File: src/rtl/id_ex_shift_stage_pkg.sv
// pipe_pkg: constants, ALU op codes and the ID/EX shift-stage register type
// shared by the ID/EX shift stage, its forwarding mux and its bus interface.
package pipe_pkg;

  localparam int XLEN    = 32;
  localparam int RADDR_W = 5;
  localparam int ALUOP_W = 4;
  localparam int SHAMT_W = 5;

  localparam logic [RADDR_W-1:0] REG_ZERO = '0;

  typedef enum logic [ALUOP_W-1:0] {
    ALU_ADD = 4'd0,
    ALU_SUB = 4'd1,
    ALU_AND = 4'd2,
    ALU_OR  = 4'd3,
    ALU_XOR = 4'd4,
    ALU_SLT = 4'd5,
    ALU_SLL = 4'd6,
    ALU_SRL = 4'd7,
    ALU_SRA = 4'd8
  } alu_op_e;

  // Contents of the EX side of the pipeline register. The shift amount is
  // kept at SHAMT_W bits; the upper bits of ex_sh_a are always zero.
  typedef struct packed {
    logic               valid;
    logic [SHAMT_W-1:0] sh_amt;
    logic [XLEN-1:0]    sh_b;
    logic [ALUOP_W-1:0] alu_op;
    logic [RADDR_W-1:0] rd_addr;
    logic               reg_write;
  } id_ex_t;

  localparam id_ex_t ID_EX_BUBBLE = '0;

  // True when a later-stage writer owns register src. r0 is never forwarded.
  function automatic logic fwd_hit(input logic               we,
                                   input logic [RADDR_W-1:0] rd,
                                   input logic [RADDR_W-1:0] src);
    return we && (rd != REG_ZERO) && (rd == src);
  endfunction

endpackage

File: src/rtl/id_ex_shift_stage_if.sv
// id_ex_shift_stage_if: all non-clock/reset signals of the ID/EX shift stage.
//   Control   : stall, flush
//   ID side   : id_valid, id_rs/rt_addr, id_rs/rt_data, id_shamt,
//               id_shift_var, id_alu_op, id_rd_addr, id_reg_write
//   Forwarding: exmem_rd/reg_write/result, memwb_rd/reg_write/result
//   EX side   : ex_valid, ex_sh_a, ex_sh_b, ex_alu_op, ex_rd_addr, ex_reg_write
// master = whoever drives ID/forwarding and consumes EX; slave = the stage.
interface id_ex_shift_stage_if;
  import pipe_pkg::*;

  logic               stall;
  logic               flush;

  logic               id_valid;
  logic [RADDR_W-1:0] id_rs_addr;
  logic [RADDR_W-1:0] id_rt_addr;
  logic [XLEN-1:0]    id_rs_data;
  logic [XLEN-1:0]    id_rt_data;
  logic [SHAMT_W-1:0] id_shamt;
  logic               id_shift_var;
  logic [ALUOP_W-1:0] id_alu_op;
  logic [RADDR_W-1:0] id_rd_addr;
  logic               id_reg_write;

  logic [RADDR_W-1:0] exmem_rd;
  logic               exmem_reg_write;
  logic [XLEN-1:0]    exmem_result;
  logic [RADDR_W-1:0] memwb_rd;
  logic               memwb_reg_write;
  logic [XLEN-1:0]    memwb_result;

  logic               ex_valid;
  logic [XLEN-1:0]    ex_sh_a;
  logic [XLEN-1:0]    ex_sh_b;
  logic [ALUOP_W-1:0] ex_alu_op;
  logic [RADDR_W-1:0] ex_rd_addr;
  logic               ex_reg_write;

  modport master (
    output stall, flush,
    output id_valid, id_rs_addr, id_rt_addr, id_rs_data, id_rt_data,
    output id_shamt, id_shift_var, id_alu_op, id_rd_addr, id_reg_write,
    output exmem_rd, exmem_reg_write, exmem_result,
    output memwb_rd, memwb_reg_write, memwb_result,
    input  ex_valid, ex_sh_a, ex_sh_b, ex_alu_op, ex_rd_addr, ex_reg_write
  );

  modport slave (
    input  stall, flush,
    input  id_valid, id_rs_addr, id_rt_addr, id_rs_data, id_rt_data,
    input  id_shamt, id_shift_var, id_alu_op, id_rd_addr, id_reg_write,
    input  exmem_rd, exmem_reg_write, exmem_result,
    input  memwb_rd, memwb_reg_write, memwb_result,
    output ex_valid, ex_sh_a, ex_sh_b, ex_alu_op, ex_rd_addr, ex_reg_write
  );

endinterface

File: src/rtl/id_ex_shift_stage_fwd_mux.sv
// fwd_mux: combinational 3-way operand select for one source register.
//   src_i                      source register index
//   rf_data_i                  register-file read data
//   exmem_rd/we/data_i         EX/MEM writer (highest priority, newest value)
//   memwb_rd/we/data_i         MEM/WB writer
//   data_o                     resolved operand
module fwd_mux
  import pipe_pkg::*;
(
  input  logic [RADDR_W-1:0] src_i,
  input  logic [XLEN-1:0]    rf_data_i,
  input  logic [RADDR_W-1:0] exmem_rd_i,
  input  logic               exmem_we_i,
  input  logic [XLEN-1:0]    exmem_data_i,
  input  logic [RADDR_W-1:0] memwb_rd_i,
  input  logic               memwb_we_i,
  input  logic [XLEN-1:0]    memwb_data_i,
  output logic [XLEN-1:0]    data_o
);

  always_comb begin
    data_o = rf_data_i;
    if (fwd_hit(exmem_we_i, exmem_rd_i, src_i)) begin
      data_o = exmem_data_i;
    end else if (fwd_hit(memwb_we_i, memwb_rd_i, src_i)) begin
      data_o = memwb_data_i;
    end
  end

endmodule

File: src/rtl/id_ex_shift_stage.sv
// id_ex_shift_stage: ID/EX pipeline register for shift-class instructions.
//   clk    pipeline clock, rising edge
//   rst_n  asynchronous active-low reset, clears all EX outputs
//   bus    id_ex_shift_stage_if.slave (stall/flush, ID operands, forwarding
//          tuples in; registered shifter operands A/B and control out)
// Per edge: reset > flush (bubble) > stall (hold) > load.
module id_ex_shift_stage
  import pipe_pkg::*;
(
  input  logic                clk,
  input  logic                rst_n,
  id_ex_shift_stage_if.slave  bus
);

  id_ex_t             ex_q;
  id_ex_t             ex_d;
  logic [XLEN-1:0]    fwd_rs;
  logic [XLEN-1:0]    fwd_rt;
  logic [SHAMT_W-1:0] shamt_sel;
  logic               rs_hi_unused;

  fwd_mux u_fwd_rs (
    .src_i        (bus.id_rs_addr),
    .rf_data_i    (bus.id_rs_data),
    .exmem_rd_i   (bus.exmem_rd),
    .exmem_we_i   (bus.exmem_reg_write),
    .exmem_data_i (bus.exmem_result),
    .memwb_rd_i   (bus.memwb_rd),
    .memwb_we_i   (bus.memwb_reg_write),
    .memwb_data_i (bus.memwb_result),
    .data_o       (fwd_rs)
  );

  fwd_mux u_fwd_rt (
    .src_i        (bus.id_rt_addr),
    .rf_data_i    (bus.id_rt_data),
    .exmem_rd_i   (bus.exmem_rd),
    .exmem_we_i   (bus.exmem_reg_write),
    .exmem_data_i (bus.exmem_result),
    .memwb_rd_i   (bus.memwb_rd),
    .memwb_we_i   (bus.memwb_reg_write),
    .memwb_data_i (bus.memwb_result),
    .data_o       (fwd_rt)
  );

  // The shifter downstream uses all of A, so only the low SHAMT_W bits of a
  // variable amount may survive (sllv by 33 must shift by 1).
  assign shamt_sel    = bus.id_shift_var ? fwd_rs[SHAMT_W-1:0] : bus.id_shamt;
  assign rs_hi_unused = ^fwd_rs[XLEN-1:SHAMT_W];

  always_comb begin
    ex_d = ex_q;
    if (bus.flush) begin
      ex_d = ID_EX_BUBBLE;
    end else if (!bus.stall) begin
      // Operands are captured even for an invalid slot; only valid and the
      // write enable are forced low.
      ex_d.valid     = bus.id_valid;
      ex_d.sh_amt    = shamt_sel;
      ex_d.sh_b      = fwd_rt;
      ex_d.alu_op    = bus.id_alu_op;
      ex_d.rd_addr   = bus.id_rd_addr;
      ex_d.reg_write = bus.id_reg_write & bus.id_valid;
    end
  end

  always_ff @(posedge clk or negedge rst_n) begin
    if (!rst_n) begin
      ex_q <= ID_EX_BUBBLE;
    end else begin
      ex_q <= ex_d;
    end
  end

  assign bus.ex_valid     = ex_q.valid;
  assign bus.ex_sh_a      = {{(XLEN-SHAMT_W){1'b0}}, ex_q.sh_amt};
  assign bus.ex_sh_b      = ex_q.sh_b;
  assign bus.ex_alu_op    = ex_q.alu_op;
  assign bus.ex_rd_addr   = ex_q.rd_addr;
  assign bus.ex_reg_write = ex_q.reg_write;

endmodule

File: src/flat_wrapper.sv
// flat-port wrapper written by rule: the top's interface ports become plain ports
module id_ex_shift_stage_flat import pipe_pkg::*;
  (clk, rst_n, bus_stall, bus_flush, bus_id_valid, bus_id_rs_addr, bus_id_rt_addr, bus_id_rs_data, bus_id_rt_data, bus_id_shamt, bus_id_shift_var, bus_id_alu_op, bus_id_rd_addr, bus_id_reg_write, bus_exmem_rd, bus_exmem_reg_write, bus_exmem_result, bus_memwb_rd, bus_memwb_reg_write, bus_memwb_result, bus_ex_valid, bus_ex_sh_a, bus_ex_sh_b, bus_ex_alu_op, bus_ex_rd_addr, bus_ex_reg_write);
  id_ex_shift_stage_if bus_i ();
  input  logic clk;
  input  logic rst_n;
  input wire logic [$bits(bus_i.stall)-1:0] bus_stall;
  input wire logic [$bits(bus_i.flush)-1:0] bus_flush;
  input wire logic [$bits(bus_i.id_valid)-1:0] bus_id_valid;
  input wire logic [$bits(bus_i.id_rs_addr)-1:0] bus_id_rs_addr;
  input wire logic [$bits(bus_i.id_rt_addr)-1:0] bus_id_rt_addr;
  input wire logic [$bits(bus_i.id_rs_data)-1:0] bus_id_rs_data;
  input wire logic [$bits(bus_i.id_rt_data)-1:0] bus_id_rt_data;
  input wire logic [$bits(bus_i.id_shamt)-1:0] bus_id_shamt;
  input wire logic [$bits(bus_i.id_shift_var)-1:0] bus_id_shift_var;
  input wire logic [$bits(bus_i.id_alu_op)-1:0] bus_id_alu_op;
  input wire logic [$bits(bus_i.id_rd_addr)-1:0] bus_id_rd_addr;
  input wire logic [$bits(bus_i.id_reg_write)-1:0] bus_id_reg_write;
  input wire logic [$bits(bus_i.exmem_rd)-1:0] bus_exmem_rd;
  input wire logic [$bits(bus_i.exmem_reg_write)-1:0] bus_exmem_reg_write;
  input wire logic [$bits(bus_i.exmem_result)-1:0] bus_exmem_result;
  input wire logic [$bits(bus_i.memwb_rd)-1:0] bus_memwb_rd;
  input wire logic [$bits(bus_i.memwb_reg_write)-1:0] bus_memwb_reg_write;
  input wire logic [$bits(bus_i.memwb_result)-1:0] bus_memwb_result;
  output wire logic [$bits(bus_i.ex_valid)-1:0] bus_ex_valid;
  output wire logic [$bits(bus_i.ex_sh_a)-1:0] bus_ex_sh_a;
  output wire logic [$bits(bus_i.ex_sh_b)-1:0] bus_ex_sh_b;
  output wire logic [$bits(bus_i.ex_alu_op)-1:0] bus_ex_alu_op;
  output wire logic [$bits(bus_i.ex_rd_addr)-1:0] bus_ex_rd_addr;
  output wire logic [$bits(bus_i.ex_reg_write)-1:0] bus_ex_reg_write;
  assign bus_i.stall = bus_stall;
  assign bus_i.flush = bus_flush;
  assign bus_i.id_valid = bus_id_valid;
  assign bus_i.id_rs_addr = bus_id_rs_addr;
  assign bus_i.id_rt_addr = bus_id_rt_addr;
  assign bus_i.id_rs_data = bus_id_rs_data;
  assign bus_i.id_rt_data = bus_id_rt_data;
  assign bus_i.id_shamt = bus_id_shamt;
  assign bus_i.id_shift_var = bus_id_shift_var;
  assign bus_i.id_alu_op = bus_id_alu_op;
  assign bus_i.id_rd_addr = bus_id_rd_addr;
  assign bus_i.id_reg_write = bus_id_reg_write;
  assign bus_i.exmem_rd = bus_exmem_rd;
  assign bus_i.exmem_reg_write = bus_exmem_reg_write;
  assign bus_i.exmem_result = bus_exmem_result;
  assign bus_i.memwb_rd = bus_memwb_rd;
  assign bus_i.memwb_reg_write = bus_memwb_reg_write;
  assign bus_i.memwb_result = bus_memwb_result;
  assign bus_ex_valid = bus_i.ex_valid;
  assign bus_ex_sh_a = bus_i.ex_sh_a;
  assign bus_ex_sh_b = bus_i.ex_sh_b;
  assign bus_ex_alu_op = bus_i.ex_alu_op;
  assign bus_ex_rd_addr = bus_i.ex_rd_addr;
  assign bus_ex_reg_write = bus_i.ex_reg_write;
  id_ex_shift_stage u_core (.clk(clk), .rst_n(rst_n), .bus(bus_i));
endmodule
File: config.mk
export PLATFORM = sky130hd
export DESIGN_NAME = id_ex_shift_stage_flat
export DESIGN_NICKNAME = d
export VERILOG_FILES = /design/src/rtl/id_ex_shift_stage_pkg.sv /design/src/rtl/id_ex_shift_stage_if.sv /design/src/rtl/id_ex_shift_stage_fwd_mux.sv /design/src/rtl/id_ex_shift_stage.sv /design/src/flat_wrapper.sv
export SDC_FILE = /design/constraint.sdc
export NUM_CORES = 1
export LEC_CHECK = 0
export ABC_AREA = 1
export BUFFER_PORTS_ARGS = -buffer_cell sky130_fd_sc_hd__clkbuf_2
export CAP_MARGIN = 30
export CELL_PAD_IN_SITES_DETAIL_PLACEMENT = 1
export CELL_PAD_IN_SITES_GLOBAL_PLACEMENT = 1
export CORE_MARGIN = 3
export CORE_UTILIZATION = 29
export CTS_CLUSTER_DIAMETER = 120
export DETAILED_ROUTE_END_ITERATION = 8
export MAX_ROUTING_LAYER = met4
export PLACE_DENSITY = 0.9
export SLEW_MARGIN = 20
export SYNTH_ARGS = -nofsm -noshare
export SYNTH_HDL_FRONTEND = slang
export SYNTH_SLANG_ARGS = --single-unit
File: constraint.sdc
create_clock -name clk -period 1.7 [get_ports clk]
set_input_delay 0.255 -clock clk [delete_from_list [all_inputs] [get_ports clk]]
set_output_delay 0.255 -clock clk [all_outputs]
set_load 0.01 [all_outputs]
Word level (Yosys, flattened, before mapping)
Cells that the tools add are included.
{"block": "op_classes", "n_mux": 7, "n_eq_ne": 5, "bitwise_logic": 1, "reduce_logical": 8}
{"cell": "$mux 48", "n": 2}
{"cell": "$mux 32", "n": 2}
{"cell": "$eq 5x5->1", "n": 4}
{"cell": "$mux 5", "n": 3}
{"cell": "$reduce_bool 5->1", "n": 2}
{"cell": "$logic_and 1x1->1", "n": 6}
{"cell": "$ne 2x1->1 const B", "n": 1}
{"cell": "$and 1x1->1", "n": 1}
{"block": "word_totals", "output_inout_bits": 75, "regBits": 48}

Depth between registers and ports, before layout
{"block": "depth", "depth_word": 8, "depth_mapped": 12, "depth_no_buf": 12}

Modules after synthesis
From an unflattened synthesis, not the netlist that was laid out.
{"block": "hier_totals", "cells_unflattened": 848, "area_unflattened_um2": 4936.0}
{"module": "fwd_mux", "instances": 2, "seq_area_each_um2": 0.0, "cells_per_inst": 298, "area_per_inst_um2": 1416.4}
{"module": "id_ex_shift_stage", "instances": 1, "seq_area_each_um2": 1201.2, "cells_per_inst": 252, "area_per_inst_um2": 2103.3}

Worst setup path before layout
No wires, ideal clock.
{"block": "synth_timing", "path_kind": "input -> register", "start": "in bus_exmem_rd[0]", "end": "reg u_core.ex_q (netlist bit u_core.bus.ex_sh_b[23])", "required_time_ps": 1582, "path_stages": 8, "slack_ps": 291, "setup_ps": 118, "arrival_ps": 1291, "path_cell_list": "xnor2_1 nand2_1 nor3_4 nand2_4 buf_6 or2_0 nand3_1 nand2_1"}
{"block": "synth_between", "elab_chain_cells": 6, "word_cells_on_any_way": 7, "cone_classes": "eq/ne: 1; mux: 3; reduce/logical: 3"}
{"item": "start, declared", "line_no": "flat_wrapper.sv:19", "source": "input wire logic [$bits(bus_i.exmem_rd)-1:0] bus_exmem_rd;"}
{"item": "$reduce_bool 5->1", "line_no": "id_ex_shift_stage_pkg.sv:41", "source": "return we && (rd != REG_ZERO) && (rd == src);"}
{"item": "$logic_and 1x1->1", "line_no": "id_ex_shift_stage_pkg.sv:41"}
{"item": "$logic_and 1x1->1 *", "line_no": "id_ex_shift_stage_pkg.sv:41"}
{"item": "$mux 32 *", "line_no": "id_ex_shift_stage_fwd_mux.sv:23", "source": "if (fwd_hit(exmem_we_i, exmem_rd_i, src_i)) begin"}
{"item": "$mux 48 *", "line_no": "id_ex_shift_stage.sv:55", "source": "end else if (!bus.stall) begin"}
{"item": "$mux 48 *", "line_no": "id_ex_shift_stage.sv:53", "source": "if (bus.flush) begin"}
{"item": "end signal, assigned", "line_no": "id_ex_shift_stage.sv:69", "source": "ex_q <= ID_EX_BUBBLE;"}
{"item": "end signal, assigned", "line_no": "id_ex_shift_stage.sv:71", "source": "ex_q <= ex_d;"}
{"item": "end, declared", "line_no": "id_ex_shift_stage.sv:15", "source": "id_ex_t ex_q;"}
Every way passes the cells marked *; elsewhere a longest branch is shown, timed or not. The select of a mux whose other input is x is not followed.
A chain may end at the register's enable or synchronous reset.

Worst setup path after layout
{"block": "layout_timing", "start": "in bus_exmem_rd[0]", "end": "reg u_core.ex_q (netlist bit u_core.bus.ex_sh_b[18])"}
The elaborated chain is that of the path after synthesis.

==> results.cfg <==
[sta]
hold_violations = 0
tns_ns = 0
fin_crit_ns = 1.34
maxSlewViolCount = 0
setup_violations = 0
rsz0062_at_grt = no
worst_clock_skew_ns = 0
maxClockFrequency_ghz = 0.745
period_share_pct = 78.9

[logic_synthesis]
synth_simple_gate_area_share_pct = 44.2
synth_top_family_by_area = simple AND/OR/NAND/NOR gates
syn_inst = 457
yosysUniqueCellTypes = 23
synth_xor_xnor_area_share_pct = 4.73
synth_area_sq_um = 3330
synth_fa_ha_area_share_pct = 0
synthMuxAreaShare_pct = 0
ys_ff_latch = 48
ys_seq_area_share_pct = 36.0
synth-compound-area-share_pct = 2.93
yosys_warnings = 0
avgSynthCellArea_sq_um = 7.29

[placement]
place_hpwl_um = 9900
gp_congestion = 0.870
dp.cells = 779
port_buffers = 191
dpl_cell_area_sq_um = 4420

[global_route]
track_usage_pct = 18.9
grt_pass1_vias = 4048
grt_overflow = 0
grt_max_degree = 49
antenna_found_initial = 0
grt_pass1_wl_um = 19300

[setup_path]
end_kind = register
r2r_end = u_core.bus.ex_alu_op[1]
path_class = in2reg
worstPathRequired_ns = 1.87
r2r_slack_ns = 0.99
cp_max_fo = 34
setup.worst_path.start_class = primary input
r2r_start = u_core.bus.ex_alu_op[1]
arrival_ns = 1.51
rr_worst_depth = 1

[power_and_ir_drop]
p_leak_nw = 2.71
power_density_nw_per_um2 = 673
max-vdd-ir-drop_uv = 340
power.total_w = 0.00309

[cts]
clk_pin_slew_ns = 0.06
clock-sinks = 48
clockBufferDepth = 2
cts-root-buf = clkbuf_16
clkLatencyLatePin_ns = 0.28
cts_buffers = 5
tritoncts = built
ctsResizeCount = 0
cts_max_level = 2

[floorplanning]
die_x_um = 113
num_io_pins = 246
num_rows = 38
core_sq_um = 11000
start_util_pct = 30.2
dieArea_sq_um = 12800
die_y_um = 113

[layout]
fin_nets = 818
final_cells = 788
syn_to_final_growth_pct = 38.0
final_cell_mix = clkbuf_2, nand2_1, nand3_1
final_cell_area_sq_um = 4600
num_antenna_cells = 0
drive_gt1_share_pct = 36.4
final_common_cell = clkbuf_2

[route]
drc_errors = 0
dr.first_iter.drc_count = 189
firstDrtPassIters = 4
viasPerCell = 4.74
ant_nets = 0
drt-wirelength-per-cell_um = 15.1
routed_wl_um = 11900
vias = 3733

[flow_run]
maxCapViolCount = 0

[min_path]
hold_depth = 2
hold_start = bus_id_alu_op[2]
hp-class = in2reg
min_to = u_core.bus.ex_alu_op[2]

[run_status]
outcome = finished, final reports clean
==> metrics by stage <==
stage	hold slack, ns	utilization [%]	setup WS (ns)
5_1_grt	0.205	41.7	0.233
3_3_place_gp	0.204	40.1	0.0965
4_1_cts	0.212	41.7	0.348
3_5_place_dp	0.216	40.1	0.0515
6_report	0.212	41.7	0.358
2_1_floorplan	-0.0406	-	0.291
==> cell usage after synthesis (all sizes together) <==
cell type / instances / share of area (%)
nand2: 150 / 17
nand3: 113 / 18
dfrtp: 48 / 36
buf: 42 / 9.0
or2: 27 / 5.1
inv: 16 / 1.8
nor2: 12 / 1.4
xor2: 11 / 2.9
a22o: 10 / 2.6
clkbuf: 10 / 1.1
xnor2: 7 / 1.8
nand4: 5 / 0.94
nand3b: 2 / 0.45
nor3: 2 / 0.79
a32o: 1 / 0.30
conb: 1 / 0.11
==> timing repair <==
| action | in CTS | in global routing |
|---|---|---|
| endpoints found under the hold margin | 16 | 0 |
| hold buffers | 1 | 0 |
| buffers inserted | 0 | 0 |
| setup endpoints to repair | 0 | 0 |
==> how the worst max path moves through the flow <==
| stage | end | cells after the start | from |
|---|---|---|---|
| after floorplan | u_core.bus.ex_sh_b[23] | 8 | bus_exmem_rd[0] |
| after global placement | u_core.bus.ex_sh_b[22] | 9 | bus_exmem_rd[1] |
| after detailed placement | u_core.bus.ex_sh_b[18] | 9 | bus_exmem_rd[1] |
| after CTS | u_core.bus.ex_sh_b[18] | 9 | bus_exmem_rd[1] |
| after global routing | u_core.bus.ex_sh_a[4] | 12 | bus_exmem_rd[3] |
| final | u_core.bus.ex_sh_b[18] | 9 | bus_exmem_rd[0] |
==> registers in the layout, summed over array words and instances (netlist names) <==
signal	count
u_core.bus.ex_reg_write	1
u_core.bus.ex_rd_addr	5
u_core.bus.ex_sh_b	32
u_core.bus.ex_alu_op	4
u_core.bus.ex_sh_a	5
u_core.bus.ex_valid	1
==> kinds of logic (layout without fill, tap and decap cells) <==
logic type,count (synthesis),in the layout
AOI/OAI and AO/OA,11,11
DFF,48,48
other,1,27
xor gates and xnor gates,18,18
buffers and inverters,68,233
and+or+nand+nor,311,311
==> power by group <==
part | switching [W] | internal (W) | leakage [nW]
Sequential | 0.0000389 | 0.00121 | 0.639
Clock | 0.000401 | 0.000692 | 0.0808
Combinational | 0.000438 | 0.000313 | 1.99
==> worst max-delay path, cell delays in order <==
cell and delay, ns:
clkbuf_2 0.12, xnor2_1 0.16, nand2_1 0.11, nor3_4 0.22, nand2_4 0.10, buf_12 0.17
or2_0 0.22, nand3_1 0.09, nand2_1 0.05
==> routing by layer <==
metal  wire length (um)  vias to the layer above  global-route usage [%]
met5                  0                        -                       -
met4                357                        0                    7.69
met3                789                       30                    3.48
met2               5890                      161                    32.0
met1               4900                     1735                    22.3
li1                   -                     1807                       -
==> area by class of cell <==
class / instances / area, sq um
well taps: 140 / 175
flip-flops and latches: 48 / 1200
clock inverters: 2 / 35.0
inverters: 16 / 60.1
fillers: 1472 / 6430
repair buffers: 209 / 1140
multi-input cells: 367 / 1850
clock buffers: 6 / 129
(Power assumes the default switching activity.)
